$ cat src/rtl/cardinal_ring_stop.sv
// cardinal_ring_stop
// One stop of the unidirectional clockwise ring. There are two virtual
// channels (VC0/VC1), and each VC has four one-entry buffers: in_cw, in_pe,
// out_cw and out_pe. The polarity register alternates every cycle. While it
// equals p, VC p does its external handshakes and VC ~p routes internally.
//
// Ports
//   clk       in   clock, all state on the rising edge
//   reset     in   asynchronous active-low reset
//   polarity  out  current polarity, drives the NIC net_polarity
//   cwsi/cwri/cwdi  upstream ring link (send in, ready out, data in)
//   cwso/cwro/cwdo  downstream ring link (send out, ready in, data out)
//   pesi/pero/pedi  NIC injection link (request in, ready out, data in)
//   peso/peri/pedo  NIC ejection link (valid out, ready in, data out)
// Packet fields ([0:DATA_W-1] ordering): bit 0 VC, bit 1 direction,
// [HOP_MSB:HOP_LSB] hops remaining, [16:31] source, [32:63] payload.
module cardinal_ring_stop #(
    parameter int DATA_W  = 64,
    parameter int HOP_MSB = 8,
    parameter int HOP_LSB = 15
) (
    input  logic              clk,
    input  logic              reset,
    output logic              polarity,
    input  logic              cwsi,
    output logic              cwri,
    input  logic [0:DATA_W-1] cwdi,
    output logic              cwso,
    input  logic              cwro,
    output logic [0:DATA_W-1] cwdo,
    input  logic              pesi,
    output logic              pero,
    input  logic [0:DATA_W-1] pedi,
    output logic              peso,
    input  logic              peri,
    output logic [0:DATA_W-1] pedo
);

    localparam int HOP_W = HOP_LSB - HOP_MSB + 1;

    logic              r_p;
    logic [1:0]        r_inCwFull, r_inPeFull, r_outCwFull, r_outPeFull;
    logic [0:DATA_W-1] r_inCwData  [2];
    logic [0:DATA_W-1] r_inPeData  [2];
    logic [0:DATA_W-1] r_outCwData [2];
    logic [0:DATA_W-1] r_outPeData [2];
    // Round-robin pointer per VC and per target: 0 favours in_cw, 1 favours in_pe
    logic [1:0]        r_rrCw, r_rrPe;

    logic              w_q;
    logic              w_cwAccept, w_peAccept, w_cwSent, w_peSent;
    logic [HOP_W-1:0]  w_cwHop, w_peHop;
    logic              w_cwToRing, w_cwToEj, w_peToRing, w_peToEj;
    logic              w_ringClash, w_ringPickPe, w_ringGrant;
    logic              w_ejClash, w_ejPickPe, w_ejGrant;
    logic              w_cwMove, w_peMove;
    logic [0:DATA_W-1] w_ringData, w_ejData;

    assign w_q      = ~r_p;
    assign polarity = r_p;

    // External side: everything is indexed by the current polarity
    assign cwri = ~r_inCwFull[r_p];
    assign pero = ~r_inPeFull[r_p];
    assign cwso = r_outCwFull[r_p];
    assign cwdo = r_outCwData[r_p];
    assign peso = r_outPeFull[r_p];
    assign pedo = r_outPeData[r_p];

    assign w_cwAccept = cwsi & cwri;
    assign w_peAccept = pesi & pero;
    assign w_cwSent   = cwso & cwro;
    assign w_peSent   = peso & peri;

    // Internal routing on VC ~p. A source with zero hops heads for the local
    // ejection buffer. Any other source heads for the ring output. When the
    // two sources clash, the per-target pointer picks the winner. With no
    // clash, pickPe just names whichever source is requesting.
    always_comb begin
        w_cwHop      = r_inCwData[w_q][HOP_MSB:HOP_LSB];
        w_peHop      = r_inPeData[w_q][HOP_MSB:HOP_LSB];
        w_cwToEj     = r_inCwFull[w_q] && (w_cwHop == '0);
        w_cwToRing   = r_inCwFull[w_q] && (w_cwHop != '0);
        w_peToEj     = r_inPeFull[w_q] && (w_peHop == '0);
        w_peToRing   = r_inPeFull[w_q] && (w_peHop != '0);

        w_ringClash  = w_cwToRing & w_peToRing;
        w_ringPickPe = w_ringClash ? r_rrCw[w_q] : w_peToRing;
        w_ringGrant  = ~r_outCwFull[w_q] & (w_cwToRing | w_peToRing);

        w_ejClash    = w_cwToEj & w_peToEj;
        w_ejPickPe   = w_ejClash ? r_rrPe[w_q] : w_peToEj;
        w_ejGrant    = ~r_outPeFull[w_q] & (w_cwToEj | w_peToEj);

        w_cwMove     = (w_ringGrant & ~w_ringPickPe) | (w_ejGrant & ~w_ejPickPe);
        w_peMove     = (w_ringGrant & w_ringPickPe) | (w_ejGrant & w_ejPickPe);

        w_ringData   = w_ringPickPe ? r_inPeData[w_q] : r_inCwData[w_q];
        w_ringData[HOP_MSB:HOP_LSB] = (w_ringPickPe ? w_peHop : w_cwHop) - HOP_W'(1);
        w_ejData     = w_ejPickPe ? r_inPeData[w_q] : r_inCwData[w_q];
    end

    // VC p and VC ~p never touch the same buffer in one cycle. Because of
    // that, the fill and clear updates below never collide.
    always_ff @(posedge clk or negedge reset) begin
        if (!reset) begin
            r_p         <= 1'b0;
            r_inCwFull  <= '0;
            r_inPeFull  <= '0;
            r_outCwFull <= '0;
            r_outPeFull <= '0;
            r_rrCw      <= '0;
            r_rrPe      <= '0;
            for (int v = 0; v < 2; v++) begin
                r_inCwData[v]  <= '0;
                r_inPeData[v]  <= '0;
                r_outCwData[v] <= '0;
                r_outPeData[v] <= '0;
            end
        end else begin
            r_p <= ~r_p;

            if (w_cwAccept) begin
                r_inCwFull[r_p] <= 1'b1;
                r_inCwData[r_p] <= cwdi;
            end
            if (w_peAccept) begin
                r_inPeFull[r_p] <= 1'b1;
                r_inPeData[r_p] <= pedi;
            end
            if (w_cwSent) r_outCwFull[r_p] <= 1'b0;
            if (w_peSent) r_outPeFull[r_p] <= 1'b0;

            if (w_cwMove) r_inCwFull[w_q] <= 1'b0;
            if (w_peMove) r_inPeFull[w_q] <= 1'b0;
            if (w_ringGrant) begin
                r_outCwFull[w_q] <= 1'b1;
                r_outCwData[w_q] <= w_ringData;
            end
            if (w_ejGrant) begin
                r_outPeFull[w_q] <= 1'b1;
                r_outPeData[w_q] <= w_ejData;
            end
            // After a contested grant, the pointer moves to the loser
            if (w_ringGrant & w_ringClash) r_rrCw[w_q] <= ~w_ringPickPe;
            if (w_ejGrant & w_ejClash)     r_rrPe[w_q] <= ~w_ejPickPe;
        end
    end

endmodule

$ cat config.mk
export PLATFORM = sky130hd
export DESIGN_NAME = cardinal_ring_stop
export DESIGN_NICKNAME = d
export VERILOG_FILES = /design/src/rtl/cardinal_ring_stop.sv
export SDC_FILE = /design/constraint.sdc
export NUM_CORES = 1
export LEC_CHECK = 0
export ABC_AREA = 1
export ABC_CLOCK_PERIOD_IN_PS = 2200
export CORE_MARGIN = 2
export CORE_UTILIZATION = 40
export CTS_CLUSTER_SIZE = 24
export DETAILED_ROUTE_END_ITERATION = 16
export MAX_ROUTING_LAYER = met4
export PLACE_DENSITY = 0.65
export SLEW_MARGIN = 20
export SYNTH_ARGS = -nofsm -noshare
export SYNTH_HDL_FRONTEND = slang
export SYNTH_SLANG_ARGS = --single-unit
$ cat constraint.sdc
create_clock -name clk -period 2.2 [get_ports clk]
set_input_delay 0.33 -clock clk [delete_from_list [all_inputs] [get_ports clk]]
set_output_delay 0.33 -clock clk [all_outputs]
set_load 0.02 [all_outputs]
==> flow_summary.html <==
<table>
<tr><th>Metric</th><th>Value</th></tr>
<tr><th colspan="2">Finish</th></tr>
<tr><td>Layout cells sized above 1</td><td>0.216</td></tr>
<tr><td>Post-layout nets</td><td>~3,500</td></tr>
<tr><td>Area Growth Syn to Fin</td><td>36.5%</td></tr>
<tr><td>Filler cell count</td><td>5,207</td></tr>
<tr><td>Final cell area excluding filler cells</td><td>around 0.033 sq mm</td></tr>
<tr><th colspan="2">Floorplanning</th></tr>
<tr><td>DIE WIDTH</td><td>between 200 and 250 microns</td></tr>
<tr><td>Floorplan row count</td><td>89</td></tr>
<tr><td>Vertical extent of the die</td><td>249 microns</td></tr>
<tr><td>IO Pins</td><td>267</td></tr>
<tr><td>Overall die area</td><td>between 0.06 and 0.07 sq mm</td></tr>
<tr><td>Effective utilization at floorplan</td><td>0.405</td></tr>
<tr><td>Area of the core</td><td>just under 0.06 sq mm</td></tr>
<tr><th colspan="2">Outcome</th></tr>
<tr><td>Failing checks</td><td>negative setup slack</td></tr>
<tr><td>Result of the run</td><td>complete, but fails checks</td></tr>
<tr><th colspan="2">GRT</th></tr>
<tr><td>Initial antenna violation count</td><td>3</td></tr>
<tr><td>Layer with the highest usage after global routing</td><td>met2</td></tr>
<tr><td>Global-route met1 utilization</td><td>0.316</td></tr>
<tr><td>Overall global routing resource usage</td><td>0.231</td></tr>
<tr><td>GR Util met2</td><td>0.364</td></tr>
<tr><td>Vias in the first global route</td><td>~20,000</td></tr>
<tr><td>First-pass GRT wire length</td><td>approximately 110,000 microns</td></tr>
<tr><td>Global-route congestion overflow total</td><td>0</td></tr>
<tr><td>Grt met3 use</td><td>0.0345</td></tr>
<tr><td>Largest net degree at the start of global routing</td><td>about 130</td></tr>
<tr><th colspan="2">Synthesis</th></tr>
<tr><td>Synthesized area divided by synthesized cell count</td><td>8.20 sq um</td></tr>
<tr><td>Primary FF master, synth</td><td>dfrtp_1</td></tr>
<tr><td>Synthesized area</td><td>about 0.024 sq mm</td></tr>
<tr><td>Number of synthesized register bits</td><td>525</td></tr>
<tr><td>Synthesized netlist net count</td><td>between 3,000 and 4,000</td></tr>
<tr><td>Synthesized instance count</td><td>approximately 3,000</td></tr>
<tr><td>Warnings, synthesis</td><td>0</td></tr>
<tr><td>Seq/Total Area, Yosys</td><td>0.548</td></tr>
<tr><td>Asr flop ratio synth</td><td>1.00</td></tr>
<tr><td>Post-synth cell types</td><td>34</td></tr>
<tr><td>Count of flip-flops with a built-in enable after synthesis</td><td>0</td></tr>
<tr><th colspan="2">Setup path</th></tr>
<tr><td>Arrival time of the worst setup path</td><td>a little under 3 ns</td></tr>
<tr><td>Critical Path Start Type</td><td>flip-flop</td></tr>
<tr><td>Delay of the slowest cell on the worst path</td><td>0.58 ns</td></tr>
<tr><td>CP max stage cell</td><td>dfrtp_4</td></tr>
<tr><td>Data required time of the critical path</td><td>between 2 and 3 ns</td></tr>
<tr><td>Top cell by count, worst path</td><td>nand2_2</td></tr>
<tr><td>Crit end category</td><td>flip-flop</td></tr>
<tr><td>Worst-path fanout max</td><td>7</td></tr>
<tr><td>Worst setup path class</td><td>flip-flop to flip-flop</td></tr>
<tr><td>Critical path, cell by cell</td><td>buf_12 &gt; clkbuf_16 &gt; nand2_4 &gt; nand2_2 &gt; nor2_2 &gt; nand2_2 &gt; nor2_8 &gt; nor2_8 &gt; nand2_8 &gt; buf_4 &gt; nand2_2 &gt; o21ai_4 &gt; inv_2 &gt; ha_4 &gt; xnor2_2 &gt; nand2_1 &gt; o21ai_0</td></tr>
<tr><th colspan="2">Detailed routing</th></tr>
<tr><td>Detailed-route via count</td><td>21,200</td></tr>
<tr><td>Residual DRC</td><td>0</td></tr>
<tr><td>Antenna-violating nets left</td><td>0</td></tr>
<tr><td>Per-cell routed wire length</td><td>roughly 19 microns</td></tr>
<tr><td>Starting DRC count in detailed routing</td><td>about 1,900</td></tr>
<tr><td>Total Routed Length</td><td>approximately 78,000 microns</td></tr>
<tr><td>Vias per Instance</td><td>5.12</td></tr>
<tr><td>First-pass DRT Iterations</td><td>5</td></tr>
<tr><th colspan="2">STA</th></tr>
<tr><td>Highest Clock Rate</td><td>398 MHz</td></tr>
<tr><td>Worst hold slack</td><td>0.246 ns</td></tr>
<tr><td>Final Slew Violations</td><td>0</td></tr>
<tr><td>Tmin final</td><td>about 2.5 ns</td></tr>
<tr><td>Least setup slack across all paths after layout</td><td>-0.310 ns</td></tr>
<tr><td>Final setup vio count</td><td>roughly 390</td></tr>
<tr><td>Worst slew slack as a fraction of its limit</td><td>0.562</td></tr>
<tr><td>Pin slew with the least headroom to its limit</td><td>between 0.6 and 0.7 ns</td></tr>
<tr><td>Number of endpoints with negative hold slack in the final report</td><td>0</td></tr>
<tr><td>Final critical-path share of the clock period</td><td>1.14</td></tr>
<tr><td>Unrepaired setup endpoints after global routing</td><td>true</td></tr>
<tr><td>Clock Skew</td><td>roughly 0.025 ns</td></tr>
<tr><th colspan="2">Clocking</th></tr>
<tr><td>Level count of the clock H-tree</td><td>2</td></tr>
<tr><td>Clk root buf</td><td>clkbuf_16</td></tr>
<tr><td>CTS tree</td><td>done</td></tr>
<tr><td>Clock buffer count from CTS</td><td>57</td></tr>
<tr><td>Worst-Skew Late Latency</td><td>a little over 0.6 ns</td></tr>
<tr><td>Clock buffer depth</td><td>3</td></tr>
<tr><td>Clock tree sinks</td><td>525</td></tr>
<tr><td>Clk pin slew, worst setup/hold paths</td><td>0.06 ns</td></tr>
<tr><th colspan="2">Pwr</th></tr>
<tr><td>Power Total</td><td>about 44 mW</td></tr>
<tr><td>Power per Cell Area</td><td>between 1000 and 1500 mW/mm^2</td></tr>
<tr><td>Static leakage</td><td>between 15 and 20 nW</td></tr>
<tr><td>Maximum ir drop on the vdd rail</td><td>about 0.0007 V</td></tr>
<tr><th colspan="2">Place</th></tr>
<tr><td>Half-perimeter wire length after placement</td><td>45,300 microns</td></tr>
<tr><td>Weighted congestion reported at the end of routability-driven placement</td><td>about 0.81</td></tr>
<tr><td>Port Buf Inserts</td><td>266</td></tr>
<tr><td>Area after detailed placement</td><td>between 0.02 and 0.03 sq mm</td></tr>
<tr><th colspan="2">Run</th></tr>
<tr><td>Number of max-cap violations</td><td>0</td></tr>
<tr><th colspan="2">Worst hold path</th></tr>
<tr><td>Path category of the worst min-delay check</td><td>input port to async pin</td></tr>
</table>
-- cell families (layout without fill, tap and decap cells) --
group           Yosys count  in the layout  synth area share
buf+inv                 373            817            0.0732
flops                   525            525             0.548
other cells               0              3                 0
xor+xnor                  1              1          0.000365
simple gates           1334           1334             0.219
mux                      58             58            0.0242
compound gates          632            632             0.135
fa+ha+maj                 1              1          0.000522
-- per-layer routing --
layer	vias to the layer above	wire length, microns
li1	10100	-
met4	0	1770
met5	-	0
met2	671	36800
met3	121	4810
met1	10300	34600
-- power by group --
| part | internal (mW) | leakage (nW) | switching, mW | total, mW |
|---|---|---|---|---|
| clock network | 5.68 | 0.938 | 3.96 | 9.64 |
| logic | 7.63 | 9.55 | 10.7 | 18.4 |
| registers | 13.9 | 6.57 | 2.56 | 16.5 |
-- worst max-delay path, delay by kind of cell (launching register included) --
family,cells,cell delay [ns]
xor gates and xnor gates,1,0.14
AOI/OAI and AO/OA,2,0.17
and+or+nand+nor,9,0.77
buffers and inverters,4,0.52
DFF,1,0.58
adders and majority gates,1,0.18
-- final timing paths --
path,slack [ns],start,endpoint,cells past startpoint
worst max register to register,-0.31,polarity,r_outCwData[114],17
worst min register to register,0.48,r_outCwData[116],r_outCwData[116],2
worst max-delay path,-0.31,polarity,r_outCwData[114],17
max in group asynchronous,1.19,reset,r_outCwData[10],3
worst min-delay path,0.25,reset,r_inPeData[42],2
min in group clk,0.30,pedi[13],r_inPeData[114],3
-- through the flow --
stage           util  setup WS (ns)  setup TNS [ns]  instances
4_1_cts        0.527         -0.254          -61.18       4084
3_3_place_gp   0.478         -0.124           -5.79       3927
6_report       0.554         -0.310          -68.29       4144
5_1_grt        0.554         -0.382          -95.31       4144
3_5_place_dp   0.478         -0.113           -8.54       3927
2_1_floorplan      -        -0.0471           -4.65       2924
-- area by class of cell --
type	instances	area (sq um)	area share
flip-flops and latches	525	13100	0.401
multi-input cells	2026	9980	0.305
repair buffers	519	5900	0.180
clock buffers	87	1710	0.0522
well taps	773	967	0.0295
inverters	188	761	0.0232
clock inverters	18	175	0.00535
repair inverters	5	88.8	0.00271
diodes	3	7.51	0.000229
-- flip-flops by register name, summed over array words and instances, names as in the netlist --
name and cells:
polarity 1, r_inCwData 128, r_inCwFull 2, r_inPeData 128, r_inPeFull 2, r_outCwData 128, r_outCwFull 2, r_outPeData 128
r_outPeFull 2, r_rrCw 2, r_rrPe 2
-- cell usage after synthesis, types with 2 or more instances --
cell	instances	area, sq um
a21oi_1	11	55.1
buf_1	4	15.0
buf_2	15	75.1
buf_4	9	67.6
buf_6	35	394
buf_8	2	30.0
clkbuf_1	119	447
dfrtp_1	525	13100
inv_1	179	672
inv_2	9	33.8
mux2i_1	58	581
nand2_1	1259	4730
nand2_2	10	62.6
nand2_4	3	33.8
nand3_1	13	65.1
nand3b_1	4	30.0
nand4_1	3	18.8
nor2_1	27	101
nor2_4	3	33.8
nor2_8	6	120
o21ai_0	380	1900
o21ai_1	221	1110
o21ai_2	17	149
or2_2	2	12.5
-- timing repair --
action | in CTS | in global routing
hold buffers | 1 | 0
hold endpoints to repair | 26 | 0
endpoints found under the setup margin | 371 | 399
pin swaps | 17 | 20
gates resized for setup | 718 | 310
setup buffers | 36 | 25
cloned | 16 | 32
-- cells in the final DEF (no fill, tap or decap), types with 4 or more instances in the layout --
master	Yosys	routed
a21oi_1	11	11
buf_12	1	45
buf_16	0	21
buf_2	15	30
buf_4	9	159
buf_6	35	71
buf_8	2	12
bufbuf_16	0	4
clkbuf_1	119	13
clkbuf_16	0	73
clkbuf_2	0	9
clkbuf_8	0	17
clkdlybuf4s15_2	0	9
clkdlybuf4s50_1	0	132
clkinv_2	0	12
dfrtp_1	525	524
dlygate4sd2_1	0	9
inv_1	179	176
inv_2	9	6
mux2i_1	58	57
nand2_1	1259	1098
nand2_2	10	116
nand2_4	3	56
nand3_1	13	9
nand3_2	1	5
nand3b_1	4	4
nor2_1	27	21
nor2_4	3	8
nor2_8	6	6
o21ai_0	380	326
o21ai_1	221	253
o21ai_2	17	35
o21ai_4	0	4
No activity file was read; power rests on OpenSTA's default activity.
